$ cat src/rtl/seg_scroll_ctrl.sv
// Scrolling-message driver for a multiplexed N-digit 7-segment display with
// debounced speed/direction/pause buttons and a host-writable pattern buffer.
module seg_scroll_ctrl #(
  parameter int N_DIGITS     = 8,
  parameter int MSG_LEN      = 16,
  parameter int REFRESH_DIV  = 1024,
  parameter int BASE_PERIOD  = 2**22,
  parameter int SPEED_LEVELS = 6,
  parameter int DEBOUNCE     = 2**16,
  parameter int W_LED        = 16
) (
  input  logic                       clk_i,
  input  logic                       rst_i,
  input  logic                       btn_fast_i,
  input  logic                       btn_slow_i,
  input  logic                       btn_dir_i,
  input  logic                       btn_pause_i,
  input  logic                       msg_wr_i,
  input  logic [$clog2(MSG_LEN)-1:0] msg_addr_i,
  input  logic [7:0]                 msg_data_i,
  output logic [N_DIGITS-1:0]        an_o,
  output logic [7:0]                 seg_o,
  output logic [W_LED-1:0]           led_o
);
  localparam int AW = $clog2(MSG_LEN);
  localparam int DW = (N_DIGITS > 1) ? $clog2(N_DIGITS) : 1;
  localparam int LW = (SPEED_LEVELS > 1) ? $clog2(SPEED_LEVELS) : 1;
  localparam int TW = (BASE_PERIOD > 1) ? $clog2(BASE_PERIOD) : 1;
  localparam int RW = (REFRESH_DIV > 1) ? $clog2(REFRESH_DIV) : 1;
  localparam int CW = $clog2(DEBOUNCE + 1);

  // Button index: 0 fast, 1 slow, 2 dir, 3 pause
  logic [3:0]         btn_raw, s1_q, s2_q, stb_q, rel_q;
  logic [3:0][CW-1:0] dcnt_q;

  assign btn_raw = {btn_pause_i, btn_dir_i, btn_slow_i, btn_fast_i};

  always_ff @(posedge clk_i) begin
    if (rst_i) begin
      s1_q   <= '0;
      s2_q   <= '0;
      stb_q  <= '0;
      rel_q  <= '0;
      dcnt_q <= '0;
    end else begin
      s1_q  <= btn_raw;
      s2_q  <= s1_q;
      rel_q <= '0;
      for (int b = 0; b < 4; b++) begin
        if (s2_q[b] == stb_q[b]) begin
          dcnt_q[b] <= '0;
        end else if (dcnt_q[b] == CW'(DEBOUNCE - 1)) begin
          // Accepted change; a 1->0 acceptance raises the release pulse
          dcnt_q[b] <= '0;
          stb_q[b]  <= s2_q[b];
          rel_q[b]  <= stb_q[b];
        end else begin
          dcnt_q[b] <= dcnt_q[b] + CW'(1);
        end
      end
    end
  end

  logic [LW-1:0] lvl_q, lvl_d;
  logic          dir_q, dir_d, pause_q, pause_d;
  logic [AW-1:0] ofs_q, ofs_d, idx;
  logic [TW-1:0] tmr_q, tmr_d;
  logic [TW:0]   per;
  logic          step;
  logic [RW-1:0] ref_q, ref_d;
  logic [DW-1:0] dig_q, dig_d;
  logic [AW:0]   sum;
  logic [N_DIGITS-1:0] an_d;
  logic [W_LED-1:0]    led_d;
  logic [7:0]    mem_q [MSG_LEN];
  logic [N_DIGITS-1:0] an_q;
  logic [7:0]    seg_q;
  logic [W_LED-1:0]    led_q;

  always_comb begin
    lvl_d   = lvl_q;
    dir_d   = dir_q ^ rel_q[2];
    pause_d = pause_q ^ rel_q[3];
    if (rel_q[0] && !rel_q[1] && lvl_q != LW'(SPEED_LEVELS - 1))
      lvl_d = lvl_q + LW'(1);
    else if (rel_q[1] && !rel_q[0] && lvl_q != '0)
      lvl_d = lvl_q - LW'(1);

    per   = (TW+1)'(BASE_PERIOD) >> lvl_q;
    step  = (tmr_q == TW'(per - (TW+1)'(1)));
    tmr_d = step ? '0 : tmr_q + TW'(1);
    if (lvl_d != lvl_q) tmr_d = '0;

    // Step uses the pre-toggle direction
    ofs_d = ofs_q;
    if (step && !pause_q) begin
      if (!dir_q) ofs_d = (ofs_q == AW'(MSG_LEN - 1)) ? '0 : ofs_q + AW'(1);
      else        ofs_d = (ofs_q == '0) ? AW'(MSG_LEN - 1) : ofs_q - AW'(1);
    end

    ref_d = ref_q + RW'(1);
    dig_d = dig_q;
    if (ref_q == RW'(REFRESH_DIV - 1)) begin
      ref_d = '0;
      dig_d = (dig_q == DW'(N_DIGITS - 1)) ? '0 : dig_q + DW'(1);
    end

    sum = {1'b0, ofs_q} + (AW+1)'(dig_q);
    if (sum >= (AW+1)'(MSG_LEN)) sum = sum - (AW+1)'(MSG_LEN);
    idx  = sum[AW-1:0];
    an_d = ~(N_DIGITS'(1) << dig_q);

    led_d = '0;
    led_d[W_LED-1] = pause_q;
    led_d[W_LED-2] = dir_q;
    for (int i = 0; i < SPEED_LEVELS - 1; i++) led_d[i] = (lvl_q > LW'(i));
  end

  always_ff @(posedge clk_i) begin
    if (rst_i) begin
      lvl_q   <= '0;
      dir_q   <= 1'b0;
      pause_q <= 1'b0;
      ofs_q   <= '0;
      tmr_q   <= '0;
      ref_q   <= '0;
      dig_q   <= '0;
      an_q    <= '1;
      seg_q   <= 8'hFF;
      led_q   <= '0;
      for (int i = 0; i < MSG_LEN; i++) mem_q[i] <= 8'hFF;
    end else begin
      lvl_q   <= lvl_d;
      dir_q   <= dir_d;
      pause_q <= pause_d;
      ofs_q   <= ofs_d;
      tmr_q   <= tmr_d;
      ref_q   <= ref_d;
      dig_q   <= dig_d;
      led_q   <= led_d;
      // Anode and segment latch together at the start of each digit slot
      if (ref_q == '0) begin
        an_q  <= an_d;
        seg_q <= mem_q[idx];
      end
      if (msg_wr_i && ({1'b0, msg_addr_i} < (AW+1)'(MSG_LEN)))
        mem_q[msg_addr_i] <= msg_data_i;
    end
  end

  assign an_o  = an_q;
  assign seg_o = seg_q;
  assign led_o = led_q;
endmodule
$ cat config.mk
export PLATFORM = sky130hd
export DESIGN_NAME = seg_scroll_ctrl
export DESIGN_NICKNAME = d
export VERILOG_FILES = /design/src/rtl/seg_scroll_ctrl.sv
export SDC_FILE = /design/constraint.sdc
export NUM_CORES = 1
export LEC_CHECK = 0
export CAP_MARGIN = 10
export CORE_ASPECT_RATIO = 1.5
export CORE_UTILIZATION = 30
export CTS_BUF_LIST = sky130_fd_sc_hd__clkbuf_16
export DETAILED_ROUTE_END_ITERATION = 16
export PLACE_DENSITY_LB_ADDON = 0.1
export SLEW_MARGIN = 20
export SYNTH_ARGS = -nofsm -noshare
export SYNTH_HDL_FRONTEND = slang
export SYNTH_SLANG_ARGS = --single-unit
$ cat constraint.sdc
create_clock -name clk_i -period 4.05 [get_ports clk_i]
set_clock_uncertainty 0.2 [all_clocks]
set_input_delay 0.81 -clock clk_i [delete_from_list [all_inputs] [get_ports clk_i]]
set_output_delay 0.81 -clock clk_i [all_outputs]
set_load 0.01 [all_outputs]
# [Word-level counts from Yosys, hierarchy flattened]
# Memories as Yosys holds them, arrays and structs flattened. A register that Yosys moved wholly into a read port is not among the register bits.
# Index checks and enable logic that the tools add are counted.
[word_totals] ff_bits=152 ramBits=128 inputBits=19 out_inout_bits=32 word_cells=113 mem_count=1
[memory_table] memory="mem_q" words=16 width=8 rd=1 rd_clocked_by_memory_dff=1 wr=16 line="75" rtl="logic [7:0] mem_q [MSG_LEN];"
[op_classes] n_addsub=14 order_cmp=6 eq_ne=14 n_shift=2 mux=15 bitwise_logic=11 reduce_logical=26
[ops] cell="adder 17 x 1 -> 17 bit (second input constant)" count=4
[ops] cell="== test 17 x 16 -> 1 bit (second input constant)" count=4
[ops] cell="OR reduction 3 bit" count=9
[ops] cell="right shift 23 x 3 -> 22 bit (first input constant)" count=1
[ops] cell="adder 22 x 1 -> 22 bit (second input constant)" count=1
[ops] cell="== test 22 bit" count=1
[ops] cell="subtractor 22 x 1 -> 22 bit (second input constant)" count=1
[ops] cell="two-way mux 4 bit" count=5
[ops] cell="adder 10 x 1 -> 10 bit (second input constant)" count=1
[ops] cell="== test 10 bit (second input constant)" count=1
[ops] cell="zero test 10 bit" count=1
[ops] cell="two-way mux 3 bit" count=3
[ops] cell="two-way mux 8 bit" count=1
[ops] cell="inverter 1 bit" count=8
[ops] cell="inverter 8 bit" count=1
[ops] cell="AND reduction 2 bit" count=4
[ops] cell="OR reduction 8 bit" count=1
[ops] cell="<< shifter 1 x 3 -> 8 bit (first input constant)" count=1
[ops] cell="subtractor 4 x 1 -> 4 bit (second input constant)" count=2
[ops] cell="adder 3 x 1 -> 3 bit (second input constant)" count=2
[ops] cell="greater-than comparator 3 x 1 -> 1 bit (second input constant)" count=2
[ops] cell="greater-than comparator 3 x 2 -> 1 bit (second input constant)" count=2
[ops] cell="two-way mux 1 bit" count=6
[ops] cell="adder 4 x 3 -> 5 bit" count=1
[ops] cell="other kinds (15)" count=25

# [Longest topological paths before layout]
# Gate-level depths: netlist (run 1).
[logic_depth] depth_word=7 depth_mapped=10 mapped_depth_nobuf=7

# [Worst setup path after synthesis (run 1)]
# Ideal clock, no wire load.
[synth_path] path_kind="reg2reg" from="register lvl_q[1]" to="register ofs_q[1]" setup_ns=0.121 arrival_ns=2.299 setup_slack_ns=1.430 path_stages_with_launch=10 path_buffers=2 synth_period_minus_slack_ns=2.620 path_cell_list="dfxtp_1 > buf_2 > inv_1 > ha_1 > buf_6 > or3_1 > a21oi_1 > o21ai_1 > a2111oi_4 > mux2_4"
[synth_between] elab_chain_len=4
[synth_rtl] element="from (decl)" line="64" rtl="logic [LW-1:0] lvl_q, lvl_d;"
[synth_rtl] element="from (signal assigned)" line="133" rtl="lvl_q <= lvl_d;"
[synth_rtl] element="right shift 23 x 3 -> 22 bit" line="89" rtl="per = (TW+1)'(BASE_PERIOD) >> lvl_q;"
[synth_rtl] element="subtractor 22 x 1 -> 22 bit" line="90" rtl="step = (tmr_q == TW'(per - (TW+1)'(1)));"
[synth_rtl] element="== test 22 bit" line="90"
[synth_rtl] element="logical AND 1 bit" line="96" rtl="if (step && !pause_q) begin"
[synth_rtl] element="to (signal assigned)" line="136" rtl="ofs_q <= ofs_d;"
[synth_rtl] element="to (decl)" line="66" rtl="logic [AW-1:0] ofs_q, ofs_d, idx;"
# No other way between the ends.
# A chain may end at the register's enable or synchronous reset.

# [Worst setup path in the final report (run 1)]
# Ends and elaborated chain as after synthesis.

==> results of run 1 <==
[synthesized netlist by cell type, drive strengths merged (26+ instances only)]
| library cell | instances |
|---|---|
| edfxtp | 128 |
| ha | 29 |
| nor2 | 106 |
| nand2 | 49 |
| xor2 | 60 |
| or2 | 87 |
| nor3 | 31 |
| mux4 | 33 |
| nand4 | 26 |
| inv | 27 |
| clkbuf | 40 |
| nand2b | 57 |
| xnor2 | 31 |
| dfxtp | 151 |
| nand3 | 32 |
[registers in the layout, summed over array words and instances (netlist names), 7 cells and up]
| register | flops |
|---|---|
| dcnt_q | 68 |
| led_o | 7 |
| tmr_q | 22 |
| an_o | 8 |
| mem_q | 128 |
| ref_q | 10 |
| seg_o | 8 |
[report_power, final]
part,leakage [uW],internal [uW],total [uW],switching (uW)
Clock,0.000507,1630,2770,1140
Combinational,0.00190,123,291,167
Sequential,0.00251,3050,3110,59.4
[worst reg2reg max path: cells and delay by family (launching register included)]
family,cells,cell delay (ns)
compound gates,3,0.90
fa+ha+maj,1,0.36
buf+inv,1,0.19
flops,1,0.54
mux,1,0.33
simple gates,1,0.41
[routing by layer]
layer / part of all wire (%) / vias up / track usage, %
met3: 3.1 / 46 / 1.807
met1: 41 / 3721 / 15.79
met4: 2.4 / 0 / 4.685
met5: 0 / - / 0
met2: 53 / 114 / 25.62
li1: - / 3922 / -
[worst max path at each step]
stage,start,end,slack [ns],depth (start not counted)
2_1_floorplan,lvl_q[1],ofs_q[1],1.43,9
3_5_place_dp,msg_addr_i[3],mem_q[11][3],0.83,4
5_1_grt,lvl_q[1],ofs_q[2],0.82,7
3_3_place_gp,msg_addr_i[3],mem_q[11][1],0.87,4
4_1_cts,lvl_q[1],ofs_q[1],0.98,7
6_report,lvl_q[1],ofs_q[1],1.02,7
[kinds of logic after synthesis]
family,count (synthesis)
DFF,279
and+or+nand+nor,482
other,1
buffers and inverters,89
AOI/OAI and AO/OA,67
xor gates and xnor gates,91
muxes,68
adders and majority gates,30
[stage by stage]
| stage | power, uW | worst slack [ns] |
|---|---|---|
| 2_1_floorplan | 3311 | 1.430 |
| 3_3_place_gp | 3468 | 0.8667 |
| 3_5_place_dp | 3469 | 0.8334 |
| 4_1_cts | 6280 | 0.9835 |
| 5_1_grt | 6396 | 0.8209 |
| 6_report | 6164 | 1.020 |
[layout make-up]
class                      count  share of cell area (%)
sequential                   279                   47.05
clock buffer                  31                   5.315
multi-input combinational    747                   37.34
tap                          558                   4.784
inverter                      27                  0.6944
clock inverter                24                   1.406
timing repair buffer          50                   3.412
==> results by group, run 1 <==
Cells and area
  – Area Growth Syn to Fin: 15.18%
  – Most common cell after layout, fill and taps aside: dfxtp_1
  – Seq. cell area: 6867 um2
  – Share of cells above drive strength 1: 12.35%
  – Layout Nets: 1185
  – Post-layout instance area: 14590 um2
  – Highest-count cells in the layout ignoring fill and taps: dfxtp_1 (151), edfxtp_1 (128), nor2_1 (105)
  – Layout fillers: 4094
  – N_diodes: 0
  – Final Non-Filler Cells: 1716
  – Area occupied by multi-input gates: 5449 um2
  – Final Util: 35.31%

Logic synthesis
  – Yosys reg bits: 279
  – Async S/R FF share, synth: 0%
  – Post-synthesis instance total: 1107
  – Synth Area in XOR/XNOR: 6.349%
  – EDFF count, synth: 128
  – Top-area cell type share of the netlist area: 30.33%
  – Adder-Cell Fraction of Synth Area: 3.022%
  – Synth cell types: 60
  – Largest family of logic cells by synthesized area: simple AND/OR/NAND/NOR gates
  – Synthesized cell area: 12670 um2
  – Compound-Gate Fraction of Synth Area: 3.486%
  – Synth Flop Type: dfxtp_1
  – Ys Warns: 0
  – Avg Inst Size Synth: 11.45 um2
  – Post-synth top area cell: edfxtp_1
  – Synth Area in Simple Gates: 21.02%
  – Sequential share of the synthesized area: 54.19%
  – Mux cell area share after synthesis: 8.798%
  – Synth top area cells: edfxtp_1 (30%), dfxtp_1 (24%), mux4_2 (5.9%)

Floorplan
  – DIE WIDTH: 169.8 um
  – Initial Util: 30.66%
  – DIE AREA: 43080 um2
  – Core ar.: 41330 um2
  – Row cnt: 91
  – Die height: 253.7 um
  – I/O pin total: 51

Global routing
  – Largest net degree at the start of global routing: 68
  – GRT Residual Overflow: 0
  – First-pass GRT wire length: 45020 um
  – Total GRT Usage: 13.69%
  – Via count of the first global-routing pass: 7779
  – Antenna violations before repair: 1

Route
  – Pre-Repair DR Iteration Count: 5
  – Drt wl/cell: 16.74 um
  – Wirelength, routed: 28720 um
  – Iteration-0 DRC Markers: 443
  – DRC: 0
  – Via count: 7803
  – Routed Antenna Nets: 0
  – Drt via density: 4.547

Worst hold path
  – Worst Hold End: s2_q[3]
  – Hold Crit Depth: 1
  – Worst hold path type: flop to flop
  – Hold_sp: s1_q[3]

Clock tree
  – Post-cts hold buffer count: 0
  – Clock tree from TritonCTS: done
  – Num CTS Buffers: 31
  – H-Tree Depth: 1
  – Reg clk slew, reported paths: 0.06 ns
  – Root Buffer Master: clkbuf_16
  – Sink Count: 279
  – Post-CTS setup buffer count: 0
  – Post-CTS sizing: 0
  – Clock Path Buffers: 3
  – Worst-Skew Late Latency: 0.57 ns

Timing
  – RSZ-0062 raised after global routing: false
  – Fmax: 0.3300 GHz
  – Fin. max-slew vios: 0
  – Worst slew pin tran: 0.9551 ns
  – Fin crit period: 3.030 ns
  – Worst relative slew slack: 35.87%
  – Number of setup violations in the final report: 0
  – Worst hold slack: 0.2391 ns
  – Fin Setup TNS: 0 ns
  – Final critical-path share of the clock period: 74.82%
  – Fin. Hold Viols: 0

Critical path
  – Slowest-stage cell, CP: dfxtp_1
  – FF-to-FF End: ofs_q[1]
  – Setup Crit Path Kind: flop to flop
  – CP peak stage delay: 0.54 ns
  – Crit path DAT: 3.28 ns
  – Setup slack, reg-to-reg: 1.02 ns
  – Buf/Inv on CP: 1
  – Origin of the critical flop-to-flop path: lvl_q[1]
  – Worst setup EP type: flop
  – Critical path cell sequence: inv_1 -> ha_1 -> or3_1 -> a21oi_1 -> o21ai_1 -> a2111oi_4 -> mux2_4
  – R2R depth: 7
  – Worst path top cell family by delay: compound AO/OA/AOI/OAI gates
  – Worst Path Max Fanout: 10
  – Critical path launch point type: flop
  – Worst path required time: 4.30 ns

Power and ir drop
  – Max IR drop VDD: 0.0002768 V
  – Leakage: 0.004916 uW
  – PwrDens: 422.4 nW/um2

Place
  – Placed instance area: 13610 um2
  – Port Buffers: 41
  – Gpl congestion: 0.7440
  – Hpwl dp: 19610 um
  – Inst Count DP: 1661

Job
  – Max cap viols: 0

Run status
  – Status: completed
No activity file was read; power rests on OpenSTA's default activity.
==> inputs of run 2 (changes only) <==
==> constraint.sdc (replaced) <==
create_clock -name clk_i -period 3.05 [get_ports clk_i]
set_clock_uncertainty 0.2 [all_clocks]
set_input_delay 0.61 -clock clk_i [delete_from_list [all_inputs] [get_ports clk_i]]
set_output_delay 0.61 -clock clk_i [all_outputs]
set_load 0.01 [all_outputs]
==> run 2 against run 1 <==
Effect of this change: die area did not move; critical path depth rose by 1; core utilization rose by 0.55 points; first-iteration DRC count fell by 33%; highest routed layer unchanged.
==> results by group, run 2 (synthesized netlist as in run 1, its figures left out) <==
Critical path
  – Buf/Inv on CP: 1 (unchanged)
  – Critical path launch point type: flop
  – Critical path cell sequence: buf_4 -> ha_1 -> ha_1 -> xnor2_1 -> a311oi_2 -> o2111ai_1 -> a2111oi_4 -> mux2_4
  – Setup Crit Path Kind: flop to flop
  – Worst path required time: 3.30 ns (-1.00 ns)
  – Worst setup EP type: flop
  – Setup slack, reg-to-reg: 0.30 ns (-0.72 ns)
  – Worst path most repeated cell: ha_1
  – Worst Path Max Fanout: 8 (-2)
  – Worst path top cell family by delay: compound AO/OA/AOI/OAI gates
  – Slowest-stage cell, CP: a2111oi_4
  – Crit path DAT: 3.00 ns (-0.28 ns)
  – CP peak stage delay: 0.52 ns (-0.02 ns)

Clock tree
  – Post-CTS setup buffer count: 0 (unchanged)
  – Root Buffer Master: clkbuf_16
  – H-Tree Depth: 1 (unchanged)
  – Sink Count: 279 (unchanged)
  – Clock Path Buffers: 3 (unchanged)
  – Post-CTS sizing: 0 (unchanged)
  – Worst-Skew Late Latency: 0.57 ns (about the same)
  – Post-cts hold buffer count: 0 (unchanged)
  – Reg clk slew, reported paths: 0.06 ns (about the same)
  – Num CTS Buffers: 29 (-6.5%)
  – Clock tree from TritonCTS: done

Cells and area
  – Area Growth Syn to Fin: 16.96%
  – Area occupied by multi-input gates: 5449 um2 (unchanged)
  – Top Registers: mem_q: 128 flops, dcnt_q: 68 flops, tmr_q: 22 flops
  – Most common cell after layout, fill and taps aside: dfxtp_1
  – Layout Nets: 1223 (+3.2%)
  – Max reg flops: 128 (unchanged)
  – Layout fillers: 4159 (+1.6%)
  – Largest reg by FF count: mem_q
  – Highest-count cells in the layout ignoring fill and taps: dfxtp_1 (151), edfxtp_1 (128), nor2_1 (105)
  – Seq. cell area: 6867 um2 (unchanged)
  – Share of cells above drive strength 1: 15.37% (+3.0 points)
  – N_diodes: 0 (unchanged)

Timing
  – Worst slew pin tran: 1.030 ns (+0.07491 ns)
  – Fin. max-slew vios: 0 (unchanged)
  – Fin crit period: 2.748 ns (-0.2826 ns)
  – Final critical-path share of the clock period: 90.09% (+15 points)
  – Fmax: 0.3640 GHz (+10%)
  – Number of setup violations in the final report: 0 (unchanged)
  – Fin. Hold Viols: 0 (unchanged)
  – Fin Setup TNS: 0 ns (unchanged)
  – Worst hold slack: 0.2437 ns (+0.004677 ns)
  – RSZ-0062 raised after global routing: false
  – Worst relative slew slack: 30.84% (-5.0 points)
  – Final WS setup: 0.3024 ns (-0.7174 ns)

Power and ir drop
  – Clk pwr share: 42.2% (-2.7 points)
  – Max IR drop VDD: 0.0003448 V (+25%)
  – Combinational Power Share: 5.4% (+0.7 points)
  – Int Power: 6039 uW (+26%)
  – P_sw: 1812 uW (+32%)
  – Leakage: 0.005079 uW (+3.3%)
  – Sw Ratio: 23.08% (+0.89 points)
  – Register share of total power: 52.4% (+2.0 points)
  – PwrDens: 529.7 nW/um2 (+25%)

Place
  – Gpl congestion: 0.7518 (+1.0%)
  – Port Buffers: 41 (unchanged)
  – Place WS: 0.2627 ns (-0.5706 ns)
  – Hpwl dp: 20330 um (+3.7%)

Floorplan
  – Row cnt: 91 (unchanged)
  – DIE WIDTH: 169.8 um (unchanged)
  – DIE AREA: 43080 um2 (unchanged)
  – Die height: 253.7 um (unchanged)
  – I/O pin total: 51 (unchanged)
  – Initial Util: 30.66% (unchanged)
  – Core ar.: 41330 um2 (unchanged)

Route
  – Drt wl/cell: 16.77 um (+0.21%)
  – DRC: 0 (unchanged)
  – Wirelength, routed: 29440 um (+2.5%)
  – Iteration-0 DRC Markers: 298 (-33%)
  – Drt via density: 4.548 (about the same)
  – Pre-Repair DR Iteration Count: 4 (-1)
  – Via count: 7981 (+2.3%)
  – Routed Antenna Nets: 0 (unchanged)

Global routing
  – Largest net degree at the start of global routing: 55 (-19%)
  – Via count of the first global-routing pass: 8193 (+5.3%)
  – Antenna violations before repair: 1 (unchanged)
  – First-pass GRT wire length: 46550 um (+3.4%)
  – Total GRT Usage: 14.11% (+0.42 points)
  – GRT Residual Overflow: 0 (unchanged)

Run status
  – Status: completed

Job
  – Max cap viols: 0 (unchanged)

Worst hold path
  – Worst hold path type: flop to flop
-- run 2: cell count changes in the layout (fill, tap and decap cells not counted), sizes merged --
cell / previous run / this run
clkinvlp: 0 / 1
inv: 34 / 35
bufinv: 4 / 1
clkinv: 13 / 15
clkbuf: 31 / 29
buf: 10 / 50
-- run 2: worst paths after layout --
kind | startpoint | to | cells after the start
min reg2reg | dcnt_q[51] | dcnt_q[51] | 1
min | dcnt_q[51] | dcnt_q[51] | 1
max reg2reg | lvl_q[1] | ofs_q[1] | 8
max | lvl_q[1] | ofs_q[1] | 8
-- run 2: through the flow --
step                      util, %  total power (uW)  instance area, um2  std cells
final                       35.86              7851               14820       1755
after global routing        35.86              8177               14820       1755
after CTS                   35.86              8012               14820       1755
after detailed placement    33.75              4631               13950       1701
after global placement      33.75              4632               13950       1701
after floorplan                 -              4397               12700       1115
-- run 2: power by group through the flow --
stage                     Sequential (uW)  Clock, uW  Combinational, uW
final                                4110       3320                422
after global routing                 4130       3590                462
after CTS                            4120       3460                433
after detailed placement             4200          0                432
after global placement               4200          0                430
after floorplan                      4170          0                231
-- run 2: final cells by class --
class | instances | share of cell area [%]
clock buffers | 29 | 4.897
multi-input cells | 747 | 36.77
flip-flops and latches | 279 | 46.33
well taps | 558 | 4.711
clock inverters | 25 | 0.9709
repair buffers | 90 | 5.639
inverters | 27 | 0.6838
-- run 2: routing by layer --
layer  track usage [%]  wire length [um]
met1             16.54             12390
met2             26.70             15650
met3             1.666               902
met4             3.835               495
met5                 0                 0
-- run 2: worst register-to-register path: cells and delay by family (launching register included) --
kind | cells | cell delay [ns]
adder cells (fa/ha/maj) | 2 | 0.42
AO/OA/AOI/OAI | 3 | 1.03
flip-flops | 1 | 0.32
buffers and inverters | 1 | 0.17
multiplexers | 1 | 0.34
XOR/XNOR | 1 | 0.16
==> inputs of run 3 (changes only) <==
--- a/config.mk
+++ b/config.mk
@@ -10,6 +10,7 @@
 export CORE_UTILIZATION = 30
 export CTS_BUF_LIST = sky130_fd_sc_hd__clkbuf_16
 export DETAILED_ROUTE_END_ITERATION = 16
+export MAX_ROUTING_LAYER = met4
 export PLACE_DENSITY_LB_ADDON = 0.1
 export SLEW_MARGIN = 20
 export SYNTH_ARGS = -nofsm -noshare
==> run 3 against run 2 <==
Effect of this change: hold slack gained 0.0023 ns; first-iteration DRC count grew 16%; fmax decreased by 0.11%; critical path depth unchanged; worst setup slack lost 0.0030 ns; routed wire length fell by 0.13%; critical path type unchanged; largest power group unchanged.
==> results by group, run 3 (synthesized netlist as in run 1, its figures left out) <==
Timing
  – Fmax: 0.3636 GHz (-0.11%)
  – Number of setup violations in the final report: 0 (unchanged)
  – Final critical-path share of the clock period: 90.18% (+0.097 points)
  – Fin Setup TNS: 0 ns (unchanged)
  – Fin. Hold Viols: 0 (unchanged)
  – Worst relative slew slack: 30.68% (-0.15 points)
  – Worst slew pin tran: 1.032 ns (+0.002299 ns)
  – Fin crit period: 2.751 ns (+0.002966 ns)
  – RSZ-0062 raised after global routing: false
  – Fin. max-slew vios: 0 (unchanged)
  – Worst hold slack: 0.2461 ns (+0.002334 ns)

Critical path
  – Worst path most repeated cell: ha_1
  – Setup Crit Path Kind: flop to flop
  – CP peak stage delay: 0.52 ns (about the same)
  – Worst setup EP type: flop
  – Critical path cell sequence: buf_4 -> ha_1 -> ha_1 -> xnor2_1 -> a311oi_2 -> o2111ai_1 -> a2111oi_4 -> mux2_4
  – Crit path DAT: 3.00 ns (about the same)
  – Slowest-stage cell, CP: a2111oi_4
  – Worst path required time: 3.30 ns (about the same)
  – Critical path launch point type: flop
  – Worst Path Max Fanout: 8 (unchanged)

Worst hold path
  – Worst hold path type: flop to flop

Cells and area
  – Most common cell after layout, fill and taps aside: dfxtp_1
  – Largest reg by FF count: mem_q
  – N_diodes: 0 (unchanged)
  – Layout Nets: 1223 (unchanged)
  – Final Util: 35.86% (unchanged)
  – Area Growth Syn to Fin: 16.96% (unchanged)
  – Post-layout instance area: 14820 um2 (unchanged)
  – Top Registers: mem_q: 128 flops, dcnt_q: 68 flops, tmr_q: 22 flops
  – Final Non-Filler Cells: 1755 (unchanged)
  – Highest-count cells in the layout ignoring fill and taps: dfxtp_1 (151), edfxtp_1 (128), nor2_1 (105)
  – Max reg flops: 128 (unchanged)
  – Layout fillers: 4159 (unchanged)
  – Share of cells above drive strength 1: 15.37% (unchanged)

Floorplan
  – DIE AREA: 43080 um2 (unchanged)
  – Row cnt: 91 (unchanged)
  – Core ar.: 41330 um2 (unchanged)
  – Initial Util: 30.66% (unchanged)
  – DIE WIDTH: 169.8 um (unchanged)
  – Die height: 253.7 um (unchanged)
  – I/O pin total: 51 (unchanged)

Clock tree
  – Post-cts hold buffer count: 0 (unchanged)
  – Clock Path Buffers: 3 (unchanged)
  – Worst-Skew Late Latency: 0.57 ns (about the same)
  – Num CTS Buffers: 29 (unchanged)
  – Post-CTS sizing: 0 (unchanged)
  – Sink Count: 279 (unchanged)
  – Clock tree from TritonCTS: done
  – Reg clk slew, reported paths: 0.06 ns (about the same)
  – Post-CTS setup buffer count: 0 (unchanged)
  – Root Buffer Master: clkbuf_16
  – H-Tree Depth: 1 (unchanged)

Route
  – DRC: 0 (unchanged)
  – Iteration-0 DRC Markers: 345 (+16%)
  – Pre-Repair DR Iteration Count: 5 (+1)
  – Routed Antenna Nets: 0 (unchanged)
  – Drt via density: 4.556 (+0.18%)
  – Via count: 7995 (+0.18%)
  – Wirelength, routed: 29400 um (-0.13%)
  – Drt wl/cell: 16.75 um (-0.13%)

Power and ir drop
  – Register share of total power: 52.4% (about the same)
  – Int Power: 6039 uW (about the same)
  – Sw Ratio: 23.09% (about the same)
  – Combinational Power Share: 5.4% (about the same)
  – PwrDens: 529.8 nW/um2 (about the same)
  – Clk pwr share: 42.2% (about the same)
  – P_sw: 1813 uW (about the same)
  – Leakage: 0.005079 uW (unchanged)
  – Max IR drop VDD: 0.0003439 V (-0.27%)

Global routing
  – Via count of the first global-routing pass: 8183 (-0.12%)
  – GRT Residual Overflow: 0 (unchanged)
  – Antenna violations before repair: 1 (unchanged)
  – Total GRT Usage: 14.53% (+0.42 points)
  – First-pass GRT wire length: 46560 um (about the same)
  – Largest net degree at the start of global routing: 55 (unchanged)

Job
  – Max cap viols: 0 (unchanged)

Place
  – Port Buffers: 41 (unchanged)
  – Inst Count DP: 1701 (unchanged)
  – Hpwl dp: 20330 um (unchanged)
  – Gpl congestion: 0.7614 (+1.3%)
  – Placed instance area: 13950 um2 (unchanged)

Run status
  – Status: completed
==> run 3: layout make-up <==
type | count | area [um2] | area share, %
multi-input cells | 747 | 5449 | 36.77
well taps | 558 | 698.2 | 4.711
flip-flops and latches | 279 | 6867 | 46.33
clock buffers | 29 | 725.7 | 4.897
repair buffers | 90 | 835.8 | 5.639
clock inverters | 25 | 143.9 | 0.9709
inverters | 27 | 101.3 | 0.6838
==> run 3: per-stage QoR <==
stage	total power, uW	setup WS (ns)
6_report	7852	0.2994
5_1_grt	8180	0.09617
4_1_cts	8012	0.2540
3_5_place_dp	4631	0.2627
3_3_place_gp	4632	0.2764
2_1_floorplan	4397	0.4296
==> run 3: power groups by stage <==
stage                     combinational [uW]  clock (uW)  sequential (uW)
after global routing                     462        3590             4130
after detailed placement                 432           0             4200
final                                    422        3320             4110
after CTS                                433        3460             4120
after global placement                   430           0             4200
after floorplan                          231           0             4170
==> run 3: path summary, 6_finish.rpt <==
path | slack, ns | cells past startpoint | end | start
hold / removal | 0.25 | 1 | dcnt_q[51] | dcnt_q[51]
setup / recovery | 0.30 | 8 | ofs_q[1] | lvl_q[1]
hold reg to reg | 0.25 | 1 | dcnt_q[51] | dcnt_q[51]
setup reg to reg | 0.30 | 8 | ofs_q[1] | lvl_q[1]
==> run 3: critical path: cells and delay by family, from the launching register on <==
family                   cells  cell delay, ns
AO/OA/AOI/OAI                3            1.03
XOR/XNOR                     1            0.16
multiplexers                 1            0.34
buffers and inverters        1            0.17
flip-flops                   1            0.32
adder cells (fa/ha/maj)      2            0.42
==> run 3: layer usage <==
| metal | GRT usage [%] | wire, um | up-vias | part of all wire [%] |
|---|---|---|---|---|
| li1 | - | - | 4007 | - |
| met5 | - | 0 | - | 0 |
| met4 | 3.835 | 496 | 0 | 1.7 |
| met2 | 26.60 | 15550 | 92 | 53 |
| met3 | 1.666 | 827 | 36 | 2.8 |
| met1 | 16.62 | 12520 | 3860 | 43 |
